### config.mk
export PLATFORM = sky130hd
export DESIGN_NAME = neuron_mac_sequencer_flat
export DESIGN_NICKNAME = d
export VERILOG_FILES = /design/src/rtl/neuron_mac_sequencer_pkg.sv /design/src/rtl/neuron_mac_sequencer_if.sv /design/src/rtl/neuron_mac_sequencer_sm_mult.sv /design/src/rtl/neuron_mac_sequencer.sv /design/src/flat_wrapper.sv
export SDC_FILE = /design/constraint.sdc
export NUM_CORES = 1
export LEC_CHECK = 0
export CAP_MARGIN = 10
export CELL_PAD_IN_SITES_DETAIL_PLACEMENT = 0
export CELL_PAD_IN_SITES_GLOBAL_PLACEMENT = 1
export CORE_MARGIN = 5
export CORE_UTILIZATION = 39
export DETAILED_ROUTE_END_ITERATION = 10
export GPL_TIMING_DRIVEN = 0
export PLACE_DENSITY_LB_ADDON = 0.08
export SYNTH_ARGS = -nofsm -noshare
export SYNTH_HDL_FRONTEND = slang
export SYNTH_HIERARCHICAL = 1
export SYNTH_SLANG_ARGS = --single-unit
### constraint.sdc
create_clock -name clk -period 7.9 [get_ports clk]
set_input_delay 0.79 -clock clk [delete_from_list [all_inputs] [get_ports clk]]
set_output_delay 0.79 -clock clk [all_outputs]
set_load 0.03 [all_outputs]
### src/rtl/neuron_mac_sequencer_pkg.sv
// Shared types and arithmetic helpers for the neuron MAC datapath:
// state encoding, sign-magnitude weight decode and saturating accumulate.
package nn_pkg;

    localparam int WEIGHT_W  = 8;
    localparam int ACT_W     = 8;
    localparam int TERM_W    = WEIGHT_W + ACT_W;
    localparam int SAT_MAX_W = 32;

    typedef enum logic [1:0] {
        IDLE = 2'd0,
        RUN  = 2'd1,
        HOLD = 2'd2
    } state_t;

    typedef struct packed {
        logic signed [SAT_MAX_W-1:0] sum;
        logic                        ovf;
    } sat_t;

    // Negative zero (8'h80) decodes to 0, so it contributes nothing.
    function automatic logic signed [WEIGHT_W-1:0] sm_to_signed(
        input logic [WEIGHT_W-1:0] w
    );
        logic signed [WEIGHT_W-1:0] mag;
        mag = {1'b0, w[WEIGHT_W-2:0]};
        return w[WEIGHT_W-1] ? -mag : mag;
    endfunction

    // Adds at one extra bit and clamps into the signed range of acc_w bits.
    // Operands must already be sign-extended to SAT_MAX_W; acc_w <= SAT_MAX_W.
    function automatic sat_t sat_add(
        input logic signed [SAT_MAX_W-1:0] acc,
        input logic signed [SAT_MAX_W-1:0] term,
        input int                          acc_w
    );
        logic signed [SAT_MAX_W:0] s;
        logic signed [SAT_MAX_W:0] mx;
        logic signed [SAT_MAX_W:0] mn;
        sat_t                      r;
        s  = {acc[SAT_MAX_W-1], acc} + {term[SAT_MAX_W-1], term};
        mx = '0;
        mx[acc_w-1] = 1'b1;
        mx = mx - (SAT_MAX_W+1)'(1);
        mn = -mx - (SAT_MAX_W+1)'(1);
        r.ovf = 1'b0;
        r.sum = s[SAT_MAX_W-1:0];
        if (s > mx) begin
            r.sum = mx[SAT_MAX_W-1:0];
            r.ovf = 1'b1;
        end else if (s < mn) begin
            r.sum = mn[SAT_MAX_W-1:0];
            r.ovf = 1'b1;
        end
        return r;
    endfunction

endpackage

### src/rtl/neuron_mac_sequencer_if.sv
// Bundle between the sequencer and its surroundings: layer controller start,
// weight/activation read ports and the valid/ready result channel.
interface neuron_mac_sequencer_if #(
    parameter int SEL_W = 32,
    parameter int ACC_W = 20
);
    import nn_pkg::*;

    logic                      start_i;
    logic                      busy_o;
    logic [SEL_W-1:0]          w_sel_o;
    logic [WEIGHT_W-1:0]       w_data_i;
    logic [SEL_W-1:0]          x_sel_o;
    logic [ACT_W-1:0]          x_data_i;
    logic signed [ACC_W-1:0]   acc_o;
    logic                      res_valid_o;
    logic                      res_ready_i;
    logic                      overflow_o;

    modport master (
        input  start_i, w_data_i, x_data_i, res_ready_i,
        output busy_o, w_sel_o, x_sel_o, acc_o, res_valid_o, overflow_o
    );

    modport slave (
        output start_i, w_data_i, x_data_i, res_ready_i,
        input  busy_o, w_sel_o, x_sel_o, acc_o, res_valid_o, overflow_o
    );

endinterface

### src/rtl/neuron_mac_sequencer_sm_mult.sv
// Combinational sign-magnitude weight times unsigned activation, giving a
// signed product term (|term| <= 127*255, fits TERM_W).
module sm_mult
    import nn_pkg::*;
(
    input  logic [WEIGHT_W-1:0]      w_data,
    input  logic [ACT_W-1:0]         x_data,
    output logic signed [TERM_W-1:0] term
);

    logic signed [WEIGHT_W-1:0] w_s;
    logic signed [TERM_W-1:0]   w_ext;
    logic signed [TERM_W-1:0]   x_ext;

    assign w_s   = sm_to_signed(w_data);
    assign w_ext = TERM_W'(w_s);
    assign x_ext = TERM_W'({1'b0, x_data});
    assign term  = w_ext * x_ext;

endmodule

### src/rtl/neuron_mac_sequencer.sv
// Sequences one neuron evaluation: walks index 0..N-1 over weight memory and
// activation buffer, saturating-accumulates the products, then holds the result.
module neuron_mac_sequencer
    import nn_pkg::*;
#(
    parameter int N     = 10,
    parameter int ACC_W = 20,
    parameter int SEL_W = 32
) (
    input logic                    clk,
    input logic                    rst_n,
    neuron_mac_sequencer_if.master bus
);

    localparam int CNT_W = $clog2(N) + 1;

    state_t                  state_q;
    state_t                  state_d;
    logic [CNT_W-1:0]        cnt_q;
    logic signed [ACC_W-1:0] acc_q;
    logic                    ovf_q;
    logic signed [TERM_W-1:0] term;
    sat_t                    sat_r;
    logic                    last_idx;
    logic                    busy;
    logic                    valid;
    logic [SEL_W-1:0]        sel;

    sm_mult u_mult (
        .w_data (bus.w_data_i),
        .x_data (bus.x_data_i),
        .term   (term)
    );

    assign last_idx = (cnt_q == CNT_W'(N - 1));
    assign sat_r    = sat_add(SAT_MAX_W'(acc_q), SAT_MAX_W'(term), ACC_W);

    always_comb begin
        state_d = state_q;
        busy    = 1'b0;
        valid   = 1'b0;
        sel     = '0;
        unique case (state_q)
            IDLE: begin
                if (bus.start_i) state_d = RUN;
            end
            RUN: begin
                busy = 1'b1;
                sel  = SEL_W'(cnt_q);
                if (last_idx) state_d = HOLD;
            end
            HOLD: begin
                // start_i is deliberately not looked at here: a new job needs IDLE.
                busy  = 1'b1;
                valid = 1'b1;
                if (bus.res_ready_i) state_d = IDLE;
            end
            default: state_d = IDLE;
        endcase
    end

    always_ff @(posedge clk) begin
        if (!rst_n) state_q <= IDLE;
        else        state_q <= state_d;
    end

    // Accumulate stage: one product per RUN cycle, clamped value carried forward.
    always_ff @(posedge clk) begin
        if (!rst_n) begin
            cnt_q <= '0;
            acc_q <= '0;
            ovf_q <= 1'b0;
        end else begin
            unique case (state_q)
                IDLE: begin
                    if (bus.start_i) begin
                        cnt_q <= '0;
                        acc_q <= '0;
                        ovf_q <= 1'b0;
                    end
                end
                RUN: begin
                    acc_q <= sat_r.sum[ACC_W-1:0];
                    ovf_q <= ovf_q | sat_r.ovf;
                    cnt_q <= cnt_q + CNT_W'(1);
                end
                default: ;
            endcase
        end
    end

    assign bus.busy_o      = busy;
    assign bus.res_valid_o = valid;
    assign bus.w_sel_o     = sel;
    assign bus.x_sel_o     = sel;
    assign bus.acc_o       = acc_q;
    assign bus.overflow_o  = ovf_q;

endmodule

### src/flat_wrapper.sv
// flat-port wrapper written by rule: the top's interface ports become plain ports
module neuron_mac_sequencer_flat import nn_pkg::*;
#(
    parameter int N     = 10,
    parameter int ACC_W = 20,
    parameter int SEL_W = 32
)
  (clk, rst_n, bus_start_i, bus_w_data_i, bus_x_data_i, bus_res_ready_i, bus_busy_o, bus_w_sel_o, bus_x_sel_o, bus_acc_o, bus_res_valid_o, bus_overflow_o);
  neuron_mac_sequencer_if #(.SEL_W(SEL_W), .ACC_W(ACC_W)) bus_i ();
  input logic clk;
  input logic rst_n;
  input wire logic [$bits(bus_i.start_i)-1:0] bus_start_i;
  input wire logic [$bits(bus_i.w_data_i)-1:0] bus_w_data_i;
  input wire logic [$bits(bus_i.x_data_i)-1:0] bus_x_data_i;
  input wire logic [$bits(bus_i.res_ready_i)-1:0] bus_res_ready_i;
  output wire logic [$bits(bus_i.busy_o)-1:0] bus_busy_o;
  output wire logic [$bits(bus_i.w_sel_o)-1:0] bus_w_sel_o;
  output wire logic [$bits(bus_i.x_sel_o)-1:0] bus_x_sel_o;
  output wire logic [$bits(bus_i.acc_o)-1:0] bus_acc_o;
  output wire logic [$bits(bus_i.res_valid_o)-1:0] bus_res_valid_o;
  output wire logic [$bits(bus_i.overflow_o)-1:0] bus_overflow_o;
  assign bus_i.start_i = bus_start_i;
  assign bus_i.w_data_i = bus_w_data_i;
  assign bus_i.x_data_i = bus_x_data_i;
  assign bus_i.res_ready_i = bus_res_ready_i;
  assign bus_busy_o = bus_i.busy_o;
  assign bus_w_sel_o = bus_i.w_sel_o;
  assign bus_x_sel_o = bus_i.x_sel_o;
  assign bus_acc_o = bus_i.acc_o;
  assign bus_res_valid_o = bus_i.res_valid_o;
  assign bus_overflow_o = bus_i.overflow_o;
  neuron_mac_sequencer #(.N(N), .ACC_W(ACC_W), .SEL_W(SEL_W)) u_core (.clk(clk), .rst_n(rst_n), .bus(bus_i));
endmodule
=== After elaboration in Yosys (flattened, before gate mapping) ===
Cells that the tools add are included.
Widths: inputs -> output; s select.

* Eq/ne operators: 6
* Bitwise logic cells: 1
* Magnitude comparators: 2
* $add $sub $neg: 3
* Reduce and logical (&&, ||, !) cells: 5
* Multiply operators: 1
* Mux-type cells: 16

{| class="wikitable"
|+ Operators by type and width
! cell !! count
|-
| $mux 21 || 2
|-
| $pmux 20 s2 || 1
|-
| $add 20x16->21 || 1
|-
| $gt 21x20->1 const B || 1
|-
| $lt 21x20->1 const B || 1
|-
| $mux 20 || 1
|-
| $mul 8x9->16 || 1
|-
| $mux 5 || 2
|-
| $pmux 5 s2 || 1
|-
| $mux 8 || 1
|-
| $neg 7->8 || 1
|-
| $mux 2 || 3
|-
| $pmux 2 s3 || 1
|-
| $add 5x1->5 const B || 1
|-
| $eq 5x4->1 const B || 1
|-
| $ne 2x2->1 const B || 2
|-
| $mux 1 || 3
|-
| $reduce_and 3->1 || 1
|-
| $eq 2x1->1 const B || 1
|-
| $eq 2x2->1 const B || 1
|-
| $logic_not 2->1 || 1
|-
| $ne 2x1->1 const B || 1
|-
| $pmux 1 s2 || 1
|-
| $reduce_and 2->1 || 1
|-
| 3 further kinds || 3
|}

* Logic and storage cells: 38
* Register bits: 28

=== Depth between registers and ports, before layout ===
Gate-level depths: netlist (run 1).

* Depth after elaboration: 9
* Mapped depth: 31
* Depth with buffers taken out: 29

=== Modules after synthesis ===
Netlist (run 1), hierarchy kept.

{| class="wikitable"
|+ Modules (own cells, without submodules)
! module !! instances !! seq. area each (um^2) !! area each (um^2) !! cells an instance
|-
| neuron_mac_sequencer || 1 || 560.5 || 2677.6 || 345
|-
| sm_mult || 1 || 0.0 || 2303.5 || 263
|}

=== Worst setup path after synthesis (run 1) ===
OpenSTA, ideal clock, no wires.

* Kind: input port to flip-flop
* Start point: input port bus_w_data_i[3]
* End point: register u_core.acc_q[13] (netlist: u_core/bus.acc_o[13])
* Setup time: 74 ps
* Buffers on the path: 1
* Stages on the path: 27
* Slack: 768 ps
* Arrival: 7057 ps
* Cell sequence: or3_1 o21ai_0 xor2_1 nand2b_1 fa_1 fa_1 inv_1 fa_1 inv_1 fa_1 inv_1 ha_1 o21ai_0 nor2_1 o21a_1 o41a_1 xor2_1 ha_1 a21oi_1 nor2_1 a211oi_1 o211a_1 nand2_1 xor2_1 nand4_2 buf_2 a31oi_1

* Word-level cells in the longest chain between the ends: 8

{| class="wikitable"
|+ Ends and longest elaborated chain
! what !! RTL line !! RTL
|-
| start, declared || flat_wrapper.sv:13 || <nowiki>input wire logic [$bits(bus_i.w_data_i)-1:0] bus_w_data_i;</nowiki>
|-
| $neg 7->8 || neuron_mac_sequencer_pkg.sv:27 || <nowiki>return w[WEIGHT_W-1] ? -mag : mag;</nowiki>
|-
| $mux 8 * || neuron_mac_sequencer_pkg.sv:27 ||
|-
| $mul 8x9->16 * || neuron_mac_sequencer_sm_mult.sv:18 || <nowiki>assign term = w_ext * x_ext;</nowiki>
|-
| net u_core.term[12] || neuron_mac_sequencer.sv:22 || <nowiki>logic signed [TERM_W-1:0] term;</nowiki>
|-
| $add 20x16->21 * || neuron_mac_sequencer_pkg.sv:41 || <nowiki>s = {acc[SAT_MAX_W-1], acc} + {term[SAT_MAX_W-1], term};</nowiki>
|-
| $lt 21x20->1 || neuron_mac_sequencer_pkg.sv:51 || <nowiki>end else if (s < mn) begin</nowiki>
|-
| $mux 21 || neuron_mac_sequencer_pkg.sv:51 ||
|-
| $mux 21 * || neuron_mac_sequencer_pkg.sv:48 || <nowiki>if (s > mx) begin</nowiki>
|-
| $pmux 20 s2 * || neuron_mac_sequencer.sv:74 || <nowiki>unique case (state_q)</nowiki>
|-
| end signal, assigned || neuron_mac_sequencer.sv:83 || <nowiki>acc_q <= sat_r.sum[ACC_W-1:0];</nowiki>
|-
| end, declared || neuron_mac_sequencer.sv:20 || <nowiki>logic signed [ACC_W-1:0] acc_q;</nowiki>
|}

The timed path passes the listed nets; every way through them passes the cells marked *.
A chain may end at the register's enable or synchronous reset.

=== Worst setup path after layout (run 1) ===
* Start point: input port bus_w_data_i[2]
* End point: register u_core.acc_q[9] (netlist: u_core/bus.acc_o[9])

The elaborated chain is that of the path after synthesis.

==> flow_metrics.py, run 1 <==
metrics = {
    "run_status": {
        "outcome": "finished clean",
    },
    "critical_path": {
        "cp_slowest_cell": "fa_1",
        "critPathRequiredTime_ns": 8.02,
        "endpoint_kind": "register",
        "cp_max_fo": 8,
        "start_kind": "input port",
        "critPathTopFamily": "adder cells",
        "slowest_delay_ns": 0.54,
        "path_buf_inv": 6,
        "critPathMostFrequentCell": "fa_1",
        "worstSetupPathType": "in2reg",
        "cp_data_arrival_time_ns": 7.73,
    },
    "die": {
        "die_h_um": 123.0,
        "coreArea_um2": 12570,
        "num_io_pins": 107,
        "rows": 41,
        "start_util_pct": 39.63,
        "die_x_um": 123.0,
        "die_area_um2": 15130,
    },
    "global_routing": {
        "grtUsageTotal_pct": 15.37,
        "grt_pass1_wl_um": 19250,
        "gr-usage-met2_pct": 26.24,
        "grt_pass1_vias": 4193,
        "busiest_layer": "met2",
        "met3_usage_pct": 1.555,
        "grt_overflow_total": 0,
        "grtUsageMet1_pct": 21.68,
        "antenna_found_initial": 0,
        "grt_max_degree": 15,
    },
    "route": {
        "wl_per_cell_um": 13.18,
        "drtPass1Iterations": 4,
        "drt_wl_total_um": 11890,
        "dr_total_vias": 4276,
        "drcViolationCount": 0,
        "drtIter0Drc": 172,
        "final_antenna_net_count": 0,
        "viasPerCell": 4.741,
    },
    "sta": {
        "timing.fmax_ghz": 0.1314,
        "whs_ns": 0.4947,
        "setup-tns-final_ns": 0,
        "tightest_slew_ns": 0.7021,
        "setup_viol": 0,
        "skew_ns": 0.002783,
        "hold_viol": 0,
        "fin_crit_sh_pct": 96.33,
        "relSlewSlack_pct": 52.88,
        "fin_crit_ns": 7.610,
        "rsz0062_at_grt": "no",
        "drv_slew": 0,
    },
    "hold_path": {
        "hold_class": "reg2reg",
    },
    "power": {
        "leakagePower_nw": 3.021,
        "ir_drop_uv": 137.8,
        "p_per_area_nw_per_um2": 312.3,
    },
    "cells_and_area": {
        "final_core_util_pct": 50.18,
        "layout_common_cells": "buf_4, inv_1, ha_1",
        "layout-drive-gt1-share_pct": 16.85,
        "syn_to_final_growth_pct": 26.63,
        "fin_nets": 856,
        "diodes": 0,
        "postLayoutCellArea_um2": 6307,
        "final_common_cell": "buf_4",
    },
    "clock_tree": {
        "clockRootBuffer": "clkbuf_16",
        "cts_tree": "built",
        "path_clk_slew_ns": 0.07,
        "cts_htree_levels": 1,
        "clock_path_buffers": 2,
        "clock_sinks": 28,
        "insertion_delay_ns": 0.26,
        "cts_buffers": 3,
    },
    "synth": {
        "synthFlopType": "dfxtp_1",
        "synthTopCellsByArea": "ha_1, fa_1, dfxtp_1",
        "syn-cell-area_um2": 4981,
        "synth_warnings": 6,
        "synth_edf_count": 0,
        "syn_avg_cell_area_um2": 8.192,
        "synth_cells": 608,
        "synth_cell_type_count": 62,
        "synth_seq_area_share_pct": 11.25,
        "synthArstFlopShare_pct": 0,
        "synth_top_area_share_pct": 16.58,
        "yosysTopAreaCell": "ha_1",
        "ys_seq_elements": 28,
    },
    "flow_run": {
        "timing.max_cap.violations": 0,
    },
    "place": {
        "gp_congestion": 0.8228,
        "io_buffer_count": 51,
        "dpl.hpwl_um": 9706,
        "placed_area_um2": 5906,
    },
}
==> cells by family after synthesis <==
logic type / after synthesis / share of synthesized area [%]
other: 1 / 0.07529
xor gates and xnor gates: 30 / 5.551
adders and majority gates: 104 / 31.85
AOI/OAI and AO/OA: 112 / 15.10
DFF: 28 / 11.25
muxes: 2 / 0.4019
buffers and inverters: 139 / 15.47
and+or+nand+nor: 192 / 20.30
==> repair_timing <==
item,4_1_cts,5_1_grt
buffers inserted,8,7
setup endpoints to repair,21,21
pin swaps,5,16
hold buffers,0,0
resized for setup,13,29
cloned,0,0
==> metal layers <==
layer  up-vias  wire length [um]
met3         6               445
met2        96              5733
met4         0               112
met5         -                 0
li1       2164                 -
met1      2010              5595
==> power by group <==
| part | internal (mW) | switching (mW) | total, mW |
|---|---|---|---|
| Combinational | 0.713 | 0.942 | 1.65 |
| Sequential | 0.170 | 0.0290 | 0.199 |
| Clock | 0.0672 | 0.0482 | 0.115 |
==> sequential cells by signal, summed over array words and instances, names as in the netlist <==
| register | flops |
|---|---|
| u_core/cnt_q | 5 |
| u_core/bus.overflow_o | 1 |
| u_core/bus.acc_o | 20 |
| u_core/state_q | 2 |
==> metrics by stage <==
| step | cells | power [mW] | setup slack [ns] |
|---|---|---|---|
| 3_5_place_dp | 884 | 1.738 | -0.9581 |
| 4_1_cts | 895 | 1.889 | 0.03368 |
| 6_report | 902 | 1.970 | 0.2899 |
| 3_3_place_gp | 884 | 1.724 | -0.8173 |
| 5_1_grt | 902 | 2.192 | 0.006103 |
| 2_1_floorplan | 661 | 1.405 | 0.7681 |
==> worst register-to-register path, delay by kind of cell (launching register included) <==
family / cells / cell delay, ns
and+or+nand+nor: 2 / 0.31
DFF: 1 / 0.39
buffers and inverters: 3 / 0.34
AOI/OAI and AO/OA: 6 / 1.14
adders and majority gates: 2 / 0.59
==> cell type report <==
cell class	instances	area, um2
multi-input cells	494	4046
repair buffers	66	633.1
fillers	1260	6261
plain buffers	69	514.2
inverters	70	262.8
flip-flops and latches	28	560.5
clock buffers	3	75.07
well taps	172	215.2
==> cells in the mapped netlist, types with 2 or more instances <==
library cell / number
inv_1: 70
ha_1: 66
buf_4: 60
nand2_1: 52
fa_1: 38
nor2b_1: 37
nor2_1: 34
a21oi_1: 30
dfxtp_1: 28
o21ai_0: 20
a31oi_1: 17
xnor2_1: 15
xor2_1: 14
and2_1: 13
nand2b_1: 13
nand3_1: 10
a21o_1: 6
or3_1: 6
a211oi_1: 5
clkbuf_1: 5
nand4_1: 5
o21a_1: 5
a211o_1: 3
a311oi_1: 3
and2b_1: 3
buf_6: 3
or2_2: 3
and2b_2: 2
and3_2: 2
mux2i_1: 2
nand3b_1: 2
nand4b_1: 2
nor3_1: 2
o2111ai_1: 2
o211ai_1: 2
o21ai_1: 2
==> path summary, 6_finish.rpt <==
check | start | endpoint | slack [ns] | depth (start not counted)
min reg2reg | u_core/bus.overflow_o | u_core/bus.overflow_o | 0.49 | 2
max reg2reg | u_core/bus.acc_o[0] | u_core/bus.acc_o[3] | 5.06 | 13
min | u_core/bus.overflow_o | u_core/bus.overflow_o | 0.49 | 2
max | bus_w_data_i[2] | u_core/bus.acc_o[9] | 0.29 | 29
(Power assumes the default switching activity.)
==> run 2, diff against run 1 <==
--- a/config.mk
+++ b/config.mk
@@ -6,14 +6,12 @@
 export NUM_CORES = 1
 export LEC_CHECK = 0
 export CAP_MARGIN = 10
-export CELL_PAD_IN_SITES_DETAIL_PLACEMENT = 0
-export CELL_PAD_IN_SITES_GLOBAL_PLACEMENT = 1
+export CORE_ASPECT_RATIO = 0.8
 export CORE_MARGIN = 5
-export CORE_UTILIZATION = 39
+export CORE_UTILIZATION = 45
 export DETAILED_ROUTE_END_ITERATION = 10
 export GPL_TIMING_DRIVEN = 0
 export PLACE_DENSITY_LB_ADDON = 0.08
 export SYNTH_ARGS = -nofsm -noshare
 export SYNTH_HDL_FRONTEND = slang
-export SYNTH_HIERARCHICAL = 1
 export SYNTH_SLANG_ARGS = --single-unit
==> flow_metrics.py, run 2 <==
metrics = {
    "critical_path": {
        "critPathTopFamily": "adder cells",
        "r2r_cells": 13,
        "start_kind": "input port",
        "endpoint_kind": "register",
        "slowest_delay_ns": 0.55,
        "cp_max_fo": 10,
        "worstSetupPathType": "in2reg",
        "path_buf_inv": 7,
        "critPathRequiredTime_ns": 8.06,
        "path_depth": 31,
        "timing.rr.end": "u_core.bus.acc_o[14]",
        "r2r_slack_ns": 4.89,
        "crit_path_end": "u_core.bus.acc_o[9]",
        "r2r_start": "u_core.bus.acc_o[0]",
        "cp_slowest_cell": "fa_1",
        "critical_path.startpoint": "bus_w_data_i[3]",
        "cp_data_arrival_time_ns": 7.71,
    },
    "synth": {
        "synthArstFlopShare_pct": 0,
        "synthTopCellsByArea": "ha_1, fa_1, dfxtp_1",
        "ys_seq_elements": 28,
        "synth_seq_area_share_pct": 11.47,
        "syn-cell-area_um2": 4888,
        "synth_warnings": 0,
        "synth_commonest_cells": "inv_1, ha_1, buf_4, fa_1, nand2_1",
        "yosysTopAreaCell": "ha_1",
        "synthFlopType": "dfxtp_1",
        "synth_cells": 581,
        "synth_edf_count": 0,
        "synth_top_area_share_pct": 17.15,
        "synth_cell_type_count": 53,
        "syn_avg_cell_area_um2": 8.414,
        "yosysMostFrequentCell": "inv_1",
    },
    "clock_tree": {
        "hold_buffers": 0,
        "cts_tree": "built",
        "clock_path_buffers": 2,
        "insertion_delay_ns": 0.27,
        "path_clk_slew_ns": 0.07,
        "cts_buffers": 3,
        "clock_sinks": 28,
        "clockRootBuffer": "clkbuf_16",
        "cts_htree_levels": 1,
    },
    "route": {
        "drt_wl_total_um": 10810,
        "drtIter0Drc": 186,
        "drcViolationCount": 0,
        "viasPerCell": 4.809,
        "drtPass1Iterations": 4,
        "dr_total_vias": 4083,
        "wl_per_cell_um": 12.73,
        "final_antenna_net_count": 0,
    },
    "place": {
        "dp.cells": 829,
        "dpl.hpwl_um": 8813,
        "io_buffer_count": 51,
        "preCtsSetupSlack_ns": -1.268,
        "gp_congestion": 0.8404,
    },
    "die": {
        "coreArea_um2": 10760,
        "rows": 34,
        "die_h_um": 103.2,
        "die_x_um": 126.5,
        "num_io_pins": 107,
        "die_area_um2": 13060,
        "start_util_pct": 45.42,
    },
    "sta": {
        "fin_crit_ns": 7.548,
        "tightest_slew_ns": 0.6021,
        "setup_viol": 0,
        "hold_viol": 0,
        "setup-tns-final_ns": 0,
        "drv_slew": 0,
        "timing.fmax_ghz": 0.1325,
        "fin_ws_ns": 0.3517,
        "fin_crit_sh_pct": 95.55,
        "skew_ns": 0.005832,
        "relSlewSlack_pct": 59.43,
    },
    "global_routing": {
        "grtUsageTotal_pct": 16.65,
        "grt_pass1_vias": 3902,
        "grt_overflow_total": 0,
        "antenna_found_initial": 0,
        "grt_pass1_wl_um": 18210,
        "grt_max_degree": 17,
    },
    "power": {
        "power_mw": 2.002,
        "leakagePower_nw": 3.179,
        "ir_drop_uv": 218.5,
        "p_per_area_nw_per_um2": 320.6,
    },
    "cells_and_area": {
        "fin_nets": 831,
        "final_common_cell": "inv_1",
        "layout-drive-gt1-share_pct": 18.01,
        "diodes": 0,
        "num-fill-cells": 975,
        "largest_reg_flops": 20,
        "syn_to_final_growth_pct": 27.72,
        "stdcell_count": 849,
        "layout_common_cells": "inv_1, buf_4, ha_1",
    },
    "run_status": {
        "outcome": "finished clean",
    },
    "hold_path": {
        "hp-start": "u_core.bus.overflow_o",
        "hold_class": "reg2reg",
    },
    "flow_run": {
        "timing.max_cap.violations": 0,
    },
}
## run 2: cell types whose count changed in the layout (fill, tap and decap cells not counted), sizes merged, moves of 4 or more
cell,change
a31oi,-16
and2,+22
nand2b,-5
a21o,+9
o21a,-4
nor2b,-19
inv,+12
and2b,-5
xnor2,+8
nor2,-6
a221o,+15
nand3,-6
nand2,-14
## run 2: cell type report
type                    instances  area [um2]  area share, %
plain buffers                  67       493.0          7.896
flip-flops and latches         28       560.5          8.978
inverters                      82       307.8          4.930
well taps                     144       180.2          2.886
multi-input cells             457        3974          63.65
clock inverters                 1       30.03         0.4810
clock buffers                   3       75.07          1.202
repair buffers                 67       623.1          9.980
## run 2: tightest hold or removal path: cells and delay by family, from the launching register on
family           cells  cell delay, ns
AND/OR/NAND/NOR      2            0.15
flip-flops           1            0.33
## run 2: logic make-up after synthesis
kind of cell	after synthesis	synth area share (%)
and+or+nand+nor	153	16.66
buffers and inverters	149	16.38
AOI/OAI and AO/OA	108	16.02
adders and majority gates	105	32.71
xor gates and xnor gates	35	6.271
DFF	28	11.47
muxes	2	0.4095
other	1	0.07671
## run 2: repair_timing
action | in CTS | in global routing
gates resized for setup | 33 | 16
endpoints found under the setup margin | 21 | 21
buffers inserted | 12 | 4
pin swaps | 13 | 16
## run 2: stage by stage
step / hold WS (ns) / area [um2] / util (%)
2_1_floorplan: 0.4938 / 5087 / -
3_3_place_gp: 0.5072 / 5778 / 53.69
3_5_place_dp: 0.5057 / 5778 / 53.69
4_1_cts: 0.5243 / 6138 / 57.03
5_1_grt: 0.5456 / 6243 / 58.01
6_report: 0.5185 / 6243 / 58.01
## run 2: worst min-delay path by stage
stage / endpoint / cells after the start
2_1_floorplan: u_core.cnt_q[4] / 2
3_3_place_gp: u_core.bus.overflow_o / 2
3_5_place_dp: u_core.bus.acc_o[17] / 1
4_1_cts: u_core.bus.overflow_o / 2
5_1_grt: u_core.bus.acc_o[3] / 1
6_report: u_core.bus.overflow_o / 2
## run 2: power breakdown
group          total [mW]  leakage (nW)  switching, mW  internal (mW)
combinational        1.65          2.90          0.938          0.714
sequential          0.194         0.227         0.0266          0.168
clock               0.156        0.0511         0.0548          0.101
total                2.00          3.18           1.02          0.982
## run 2: layer usage
metal | share of wire, % | track usage (%) | wire length [um] | vias up
met3 | 6.3 | 2.413 | 676 | 8
met2 | 44 | 26.79 | 4800 | 120
met1 | 48 | 24.46 | 5233 | 1880
met4 | 0.93 | 2.391 | 101 | 0
li1 | - | - | - | 2075
met5 | 0 | 0 | 0 | -
==> run 3, diff against run 2 <==
--- a/config.mk
+++ b/config.mk
@@ -9,6 +9,7 @@
 export CORE_ASPECT_RATIO = 0.8
 export CORE_MARGIN = 5
 export CORE_UTILIZATION = 45
+export CTS_CLUSTER_DIAMETER = 200
 export DETAILED_ROUTE_END_ITERATION = 10
 export GPL_TIMING_DRIVEN = 0
 export PLACE_DENSITY_LB_ADDON = 0.08
==> constraint.sdc (replaced) <==
create_clock -name clk -period 7.9 [get_ports clk]
set_input_delay 1.185 -clock clk [delete_from_list [all_inputs] [get_ports clk]]
set_output_delay 1.185 -clock clk [all_outputs]
set_load 0.03 [all_outputs]
==> flow_metrics.py, run 3 (synthesis results as in run 2) <==
metrics = {
    "sta": {
        "fin_crit_sh_pct": 97.14,
        "fin_crit_ns": 7.674,
        "tightest_slew_ns": 0.5839,
        "timing.fmax_ghz": 0.1303,
        "setup_viol": 0,
        "drv_slew": 0,
        "hold_viol": 0,
        "skew_ns": 0.003407,
        "relSlewSlack_pct": 60.66,
    },
    "die": {
        "rows": 34,
        "die_x_um": 126.5,
        "num_io_pins": 107,
        "die_area_um2": 13060,
        "die_h_um": 103.2,
        "coreArea_um2": 10760,
        "start_util_pct": 45.42,
    },
    "critical_path": {
        "timing.rr.end": "u_core.bus.overflow_o",
        "endpoint_kind": "register",
        "start_kind": "input port",
        "r2r_cells": 12,
        "r2r_start": "u_core.bus.acc_o[0]",
        "worstSetupPathType": "in2reg",
        "r2r_slack_ns": 4.87,
        "slowest_delay_ns": 0.52,
        "cp_data_arrival_time_ns": 7.84,
        "critPathMostFrequentCell": "fa_1",
        "critPathRequiredTime_ns": 8.06,
        "cp_max_fo": 10,
        "cp_slowest_cell": "fa_1",
    },
    "cells_and_area": {
        "diodes": 0,
        "postLayoutCellArea_um2": 6502,
        "final_common_cell": "buf_4",
        "stdcell_count": 860,
        "fin_nets": 842,
        "layout_common_cells": "buf_4, inv_1, ha_1",
        "largest_reg_flops": 20,
        "layout-drive-gt1-share_pct": 23.60,
        "syn_to_final_growth_pct": 33.02,
    },
    "clock_tree": {
        "path_clk_slew_ns": 0.08,
        "hold_buffers": 0,
        "cts_htree_levels": 1,
        "clock_sinks": 28,
        "clockRootBuffer": "clkbuf_16",
        "cts_tree": "built",
        "insertion_delay_ns": 0.27,
        "cts_buffers": 3,
        "clock_path_buffers": 2,
    },
    "power": {
        "switching_share_pct": 50.21,
        "combPwrFrac_pct": 83.5,
        "p_clk_share_pct": 7.4,
        "ir_drop_uv": 253.3,
        "power_switching_mw": 1.074,
        "p_per_area_nw_per_um2": 328.8,
        "power.internal_mw": 1.065,
        "leakagePower_nw": 3.257,
        "pwr-share-seq_pct": 9.1,
    },
    "route": {
        "drtPass1Iterations": 5,
        "drcViolationCount": 0,
        "drt_wl_total_um": 11070,
        "final_antenna_net_count": 0,
        "wl_per_cell_um": 12.87,
        "dr_total_vias": 4123,
        "viasPerCell": 4.794,
        "drtIter0Drc": 189,
    },
    "global_routing": {
        "antenna_found_initial": 0,
        "grt_overflow_total": 0,
        "grtUsageTotal_pct": 16.34,
        "grt_max_degree": 17,
        "grt_pass1_wl_um": 17710,
        "grt_pass1_vias": 3779,
    },
    "place": {
        "dp.cells": 829,
        "placed_area_um2": 5833,
        "dpl.hpwl_um": 8798,
        "io_buffer_count": 51,
        "gp_congestion": 0.8499,
    },
    "hold_path": {
        "hp-start": "u_core.bus.overflow_o",
        "hold_end": "u_core.bus.overflow_o",
        "min_path_cells": 2,
        "hold_class": "reg2reg",
    },
    "run_status": {
        "outcome": "finished clean",
    },
    "flow_run": {
        "timing.max_cap.violations": 0,
    },
}
==> run 3: cell types whose count changed in the layout (fill, tap and decap cells not counted), moves of 3 or more <==
| cell | delta |
|---|---|
| buf_4 | +12 |
| inv_1 | -6 |
| inv_2 | +5 |
| buf_2 | +4 |
| nand2_1 | -4 |
| ha_1 | -3 |
| ha_4 | +3 |
| o21ai_1 | -3 |
| o21ai_2 | +3 |
==> run 3: how the worst max path moves through the flow <==
stage / start / to / slack [ns] / cells after the start
after floorplan: bus_w_data_i[3] / u_core.bus.acc_o[10] / 0.03 / 30
after global placement: bus_w_data_i[0] / u_core.bus.acc_o[9] / -1.52 / 34
after detailed placement: bus_w_data_i[0] / u_core.bus.acc_o[10] / -1.68 / 34
after CTS: bus_w_data_i[3] / u_core.bus.acc_o[13] / 0.005 / 31
after global routing: bus_w_data_i[1] / u_core.bus.acc_o[14] / -0.008 / 30
final: bus_w_data_i[1] / u_core.bus.acc_o[14] / 0.23 / 30
==> run 3: area by class of cell <==
cell class,count,area [um2]
fill,971,4260
tap,144,180.2
clock buffer,3,75.07
buffer,66,493.0
multi-input combinational,457,4154
timing repair buffer,79,699.4
inverter,82,310.3
clock inverter,1,30.03
sequential,28,560.5
==> run 3: critical path: cells and delay by family <==
kind,cells,cell delay (ns)
buffers and inverters,6,0.64
AOI/OAI and AO/OA,11,2.23
xor gates and xnor gates,2,0.40
and+or+nand+nor,5,0.87
adders and majority gates,6,2.47
==> run 3: metrics by stage <==
| stage | setup slack, ns | setup TNS (ns) | hold slack (ns) | power [mW] | utilization, % |
|---|---|---|---|---|---|
| finish | 0.2256 | 0 | 0.5227 | 2.138 | 60.42 |
| global route | -0.007935 | -0.007935 | 0.5578 | 2.348 | 60.42 |
| CTS | 0.004989 | 0 | 0.5264 | 2.027 | 58.80 |
| detailed placement | -1.682 | -32.21 | 0.5119 | 1.706 | 54.20 |
| global placement | -1.517 | -29.03 | 0.5063 | 1.687 | 54.20 |
| floorplan | 0.03000 | 0 | 0.4938 | 1.428 | - |
==> run 3: timing repair <==
item                       CTS  global route
buffers inserted            18            10
resized for setup           53            43
pin swaps                   21            40
setup endpoints to repair   21            21
==> run 3: power by group through the flow <==
| stage | Combinational [mW] | Sequential (mW) | Clock (mW) |
|---|---|---|---|
| detailed placement | 1.51 | 0.198 | 0 |
| CTS | 1.67 | 0.196 | 0.161 |
| finish | 1.78 | 0.196 | 0.158 |
| floorplan | 1.19 | 0.238 | 0 |
| global route | 1.98 | 0.199 | 0.167 |
| global placement | 1.49 | 0.197 | 0 |
==> run 3: per-layer routing <==
metal	global-route usage (%)	up-vias	routed length, um
met5	0	-	0
met4	3.050	0	105
met3	3.337	9	612
met2	25.81	94	5006
met1	23.50	1934	5343
li1	-	2086	-
